**src/rtl/seq_mult_32bit.sv**
```systemverilog
// Sequential unsigned 32x32->64 shift-and-add multiplier; 32 cycles from accepted start to done.
// Backpressure: start is ignored while busy; the next start can be taken during the done cycle.

module cla_32bit (
    input  logic [31:0] ain,
    input  logic [31:0] bin,
    input  logic        cin,
    output logic [31:0] sum,
    output logic        cout
);
    logic [31:0] w_g;
    logic [31:0] w_p;
    logic [32:0] w_c;
    logic [8:0]  w_cg;

    assign w_g     = ain & bin;
    assign w_p     = ain ^ bin;
    assign w_cg[0] = cin;

    // 4-bit lookahead groups; group carries chain between groups
    for (genvar k = 0; k < 8; k++) begin : g_grp
        localparam int B = 4 * k;
        logic w_gg;
        logic w_gp;

        assign w_c[B]   = w_cg[k];
        assign w_c[B+1] = w_g[B] | (w_p[B] & w_cg[k]);
        assign w_c[B+2] = w_g[B+1] | (w_p[B+1] & w_g[B])
                        | (w_p[B+1] & w_p[B] & w_cg[k]);
        assign w_c[B+3] = w_g[B+2] | (w_p[B+2] & w_g[B+1])
                        | (w_p[B+2] & w_p[B+1] & w_g[B])
                        | (w_p[B+2] & w_p[B+1] & w_p[B] & w_cg[k]);
        assign w_gg     = w_g[B+3] | (w_p[B+3] & w_g[B+2])
                        | (w_p[B+3] & w_p[B+2] & w_g[B+1])
                        | (w_p[B+3] & w_p[B+2] & w_p[B+1] & w_g[B]);
        assign w_gp     = w_p[B+3] & w_p[B+2] & w_p[B+1] & w_p[B];
        assign w_cg[k+1] = w_gg | (w_gp & w_cg[k]);
    end

    assign w_c[32] = w_cg[8];
    assign sum     = w_p ^ w_c[31:0];
    assign cout    = w_c[32];
endmodule

module seq_mult_32bit #(
    parameter int WIDTH = 32
) (
    input  logic                 clk,
    input  logic                 rst_n,
    input  logic                 start,
    input  logic [WIDTH-1:0]     ain,
    input  logic [WIDTH-1:0]     bin,
    output logic                 busy,
    output logic                 done,
    output logic [2*WIDTH-1:0]   product
);
    typedef enum logic [1:0] {
        IDLE = 2'd0,
        CALC = 2'd1,
        DONE = 2'd2
    } state_t;

    state_t      r_state;
    logic [31:0] r_m;
    logic [63:0] r_p;
    logic [4:0]  r_cnt;
    logic [63:0] r_product;

    logic [31:0] w_addend;
    logic [31:0] w_sum;
    logic        w_cout;
    logic [63:0] w_p_next;

    assign w_addend = r_p[0] ? r_m : 32'h0;

    cla_32bit u_cla (
        .ain  (r_p[63:32]),
        .bin  (w_addend),
        .cin  (1'b0),
        .sum  (w_sum),
        .cout (w_cout)
    );

    // carry-out lands in bit 63 so the shifted accumulator never overflows
    assign w_p_next = {w_cout, w_sum, r_p[31:1]};

    always_ff @(posedge clk or negedge rst_n) begin
        if (!rst_n) begin
            r_state   <= IDLE;
            r_m       <= 32'h0;
            r_p       <= 64'h0;
            r_cnt     <= 5'd0;
            r_product <= 64'h0;
        end else begin
            case (r_state)
                IDLE, DONE: begin
                    if (start) begin
                        r_m     <= ain;
                        r_p     <= {32'h0, bin};
                        r_cnt   <= 5'd0;
                        r_state <= CALC;
                    end else begin
                        r_state <= IDLE;
                    end
                end
                CALC: begin
                    r_p   <= w_p_next;
                    r_cnt <= r_cnt + 5'd1;
                    if (r_cnt == 5'd31) begin
                        r_product <= w_p_next;
                        r_state   <= DONE;
                    end
                end
                default: r_state <= IDLE;
            endcase
        end
    end

    assign busy    = (r_state == CALC);
    assign done    = (r_state == DONE);
    assign product = r_product;
endmodule

```
**config.mk**
```make
export PLATFORM = sky130hd
export DESIGN_NAME = seq_mult_32bit
export DESIGN_NICKNAME = d
export VERILOG_FILES = /design/src/rtl/seq_mult_32bit.sv
export SDC_FILE = /design/constraint.sdc
export NUM_CORES = 1
export LEC_CHECK = 0
export CORE_AREA = 4 4 133 135
export CTS_CLUSTER_SIZE = 30
export DETAILED_ROUTE_END_ITERATION = 6
export DIE_AREA = 0 0 137 139
export GPL_ROUTABILITY_DRIVEN = 0
export PLACE_DENSITY = 0.85
export SLEW_MARGIN = 10
export SYNTH_ARGS = -nofsm -noshare
export SYNTH_HDL_FRONTEND = slang
export SYNTH_SLANG_ARGS = --single-unit
```
**constraint.sdc**
```tcl
create_clock -name clk -period 3.2 [get_ports clk]
set_input_delay 0.64 -clock clk [delete_from_list [all_inputs] [get_ports clk]]
set_output_delay 0.64 -clock clk [all_outputs]
set_load 0.1 [all_outputs]
```
==> metrics.yaml <==
endpoint_kind: "flop"
portBuffers: 132
worst_skew_pair.late_latency_ns: 0.43
max_freq_mhz: 315.4
antenna_found_initial: 0
grt_max_degree: 68
die_x_um: 137
drc: 0
hold_viol_final: 0
start_util_pct: 47.55
ys.flop_type: "dfrtp_1"
ys_warn_count: 0
ant_nets: 0
finalClockSkew_ns: 0.008188
track_usage_pct: 20.67
routed_wirelength_mm: 19.35
fillCellCount: 1301
synth_edf_count: 0
cts_buffer_depth: 2
core-area_um2: 16470
r2r_end: "product[59]"
fin_nets: 1046
boundaryPins: 133
worst_pin_slew_ns: 0.7796
ys_async_sr_fraction_pct: 100.0
reg2reg_from: "r_p[0]"
syn_nets: 896
rows: 47
synth_area_per_cell_um2: 9.949
cts.clk_slew.worst_paths_ns: 0.07
maxCapViolCount: 0
finalCriticalPeriod_ns: 3.171
path_class: "flop to flop"
area_growth_pct: 31.06
drt-initial-drc-count: 399
cts-htree-levels: 4
rrSetupSlack_ns: 0.03
min_path_type: "input port to async pin"
cts_tree: "yes"
via_per_inst: 5.383
synth-seq-cells: 167
crit_top_cell: "a21o_1"
crit_chain: "buf_12, and2_1, ha_1, a21o_1, a21o_1, a221o_1, o21ai_2, o21ai_2, a21o_1, fa_1, mux2_2"
diodes: 0
die_y_um: 139
cts_root_buffer: "clkbuf_16"
yosysUniqueCellTypes: 45
cts-buffers-inserted: 17
required_ns: 3.51
period_share_pct: 99.09
netlist_area_um2: 7830
cpMaxStageDelayCell: "fa_1"
syn_inst: 787
rr_worst_depth: 11
firstDrtPassIters: 5
status: "finished, final reports clean"
crit_arrival_ns: 3.48
final_cells: 1170
utilization_pct: 62.33
dp_hpwl_mm: 12.85
drive_above_1_share_pct: 20.53
grt_pass1_vias: 6374
multi_input_area_um2: 3607
max_slew_margin_pct: 48.03
overflow: 0
rsz0062_at_grt: "yes"
via_count: 6298
drv_slew: 0
dieArea_um2: 19040
grt_pass1_wl_mm: 31.20
clock-sinks: 167
crit_fanout: 16
yosysSeqAreaShare_pct: 53.37
seq_area_um2: 4180
place_inst: 1133
post_drt_wl_per_cell_um: 16.54
cp_slowest_stage_delay_ns: 0.47
setup_viol: 0
crit_path_start_kind: "flop"
## worst max path at each step
stage	end	start	cells after the start	slack [ns]
finish	product[59]	r_p[0]	11	0.03
global route	product[59]	r_p[0]	13	-0.10
CTS	product[59]	r_p[0]	12	0.009
detailed placement	product[59]	r_p[0]	11	-0.20
global placement	product[59]	r_p[0]	11	-0.1
floorplan	product[59]	r_p[0]	12	0.02
## cells by family (layout without fill, tap and decap cells)
family,count (synthesis),after routing,share of synthesized area (%)
adders and majority gates,42,42,7.478
xor gates and xnor gates,21,21,2.349
buffers and inverters,64,227,3.100
muxes,34,34,4.890
and+or+nand+nor,309,309,16.62
AOI/OAI and AO/OA,150,150,12.19
DFF,167,167,53.37
## synthesized netlist by cell type (2+ instances only)
cell | n | area (um2)
and3_1 | 3 | 18.77
a21boi_0 | 2 | 15.01
clkbuf_1 | 29 | 108.9
mux2_2 | 34 | 382.9
nand2_1 | 234 | 878.3
fa_1 | 8 | 160.2
dfrtp_1 | 167 | 4179
xnor2_1 | 9 | 78.83
nand4_1 | 8 | 50.05
a22oi_1 | 32 | 240.2
and2_1 | 26 | 162.7
o31ai_1 | 2 | 15.01
a22o_1 | 4 | 35.03
o21bai_1 | 2 | 15.01
o21ai_0 | 66 | 330.3
or4_1 | 2 | 15.01
nand2b_1 | 2 | 12.51
buf_1 | 9 | 33.78
o2bb2ai_1 | 2 | 17.52
a21o_1 | 9 | 67.56
a21oi_1 | 13 | 65.06
xor2_1 | 12 | 105.1
nor3_1 | 2 | 10.01
a31oi_1 | 6 | 37.54
nand3_1 | 7 | 35.03
ha_1 | 34 | 425.4
buf_2 | 2 | 10.01
nor3b_1 | 2 | 15.01
inv_1 | 23 | 86.33
nor2_1 | 17 | 63.81
nor2b_1 | 3 | 18.77
a221o_1 | 2 | 20.02
or3_1 | 2 | 12.51
## routing by layer
layer	up-vias	global-route usage (%)	wire length (um)
met2	207	33.38	9522
met4	0	7.826	462
met3	36	6.640	1480
li1	2963	-	-
met1	3092	25.88	7882
met5	-	0	0
## repair_timing
item,CTS,global route
cloned,0,0
resized for setup,9,18
pin swaps,5,12
hold buffers,0,0
endpoints found under the setup margin,4,8
setup buffers,2,3
endpoints found under the hold margin,0,0
## sequential cells by signal (all words and copies together) (netlist names)
register,flops
product,64
r_p,64
r_m,32
r_cnt,5
r_state,2
## critical path: cells and delay by family (launching register included)
family | cells | cell delay, ns
simple gates | 1 | 0.14
fa+ha+maj | 2 | 0.76
compound gates | 6 | 1.24
flops | 1 | 0.44
buf+inv | 1 | 0.16
mux | 1 | 0.28
## final cells by class
class                   instances  share of cell area, %
clock buffers                  20                  4.353
clock inverters                12                  1.707
inverters                      24                 0.8778
multi-input cells             556                  35.15
flip-flops and latches        167                  40.73
well taps                     220                  2.682
repair buffers                171                  14.50
## placed cells by master, fill, tap and decap left out, types with 5 or more instances in the layout
| cell type | netlist | layout |
|---|---|---|
| ha_1 | 34 | 28 |
| nand2_1 | 234 | 233 |
| buf_4 | 0 | 102 |
| xor2_1 | 12 | 11 |
| nand4_1 | 8 | 8 |
| and2_1 | 26 | 26 |
| mux2_2 | 34 | 34 |
| a21o_1 | 9 | 9 |
| dfrtp_1 | 167 | 166 |
| o21ai_0 | 66 | 62 |
| ha_4 | 0 | 5 |
| clkbuf_16 | 0 | 17 |
| nand3_1 | 7 | 7 |
| xnor2_1 | 9 | 8 |
| nor2_1 | 17 | 16 |
| a22oi_1 | 32 | 32 |
| a21oi_1 | 13 | 11 |
| fa_1 | 8 | 8 |
| clkdlybuf4s50_1 | 0 | 65 |
| a31oi_1 | 6 | 6 |
| inv_1 | 23 | 23 |
## per-stage QoR
step | setup slack [ns] | instance area, um2 | hold WS (ns) | setup TNS [ns]
CTS | 0.009265 | 10120 | 0.2211 | 0
floorplan | 0.01732 | 7830 | 0.3444 | 0
finish | 0.02918 | 10260 | 0.1998 | 0
global placement | -0.09777 | 9425 | 0.4546 | -0.2515
detailed placement | -0.1952 | 9425 | 0.4591 | -0.6550
global route | -0.1020 | 10260 | 0.2293 | -0.3014
Power is left out: the tool's default activity adds up to more than one toggle a clock period on the data nets, which glitch-free logic cannot reach.
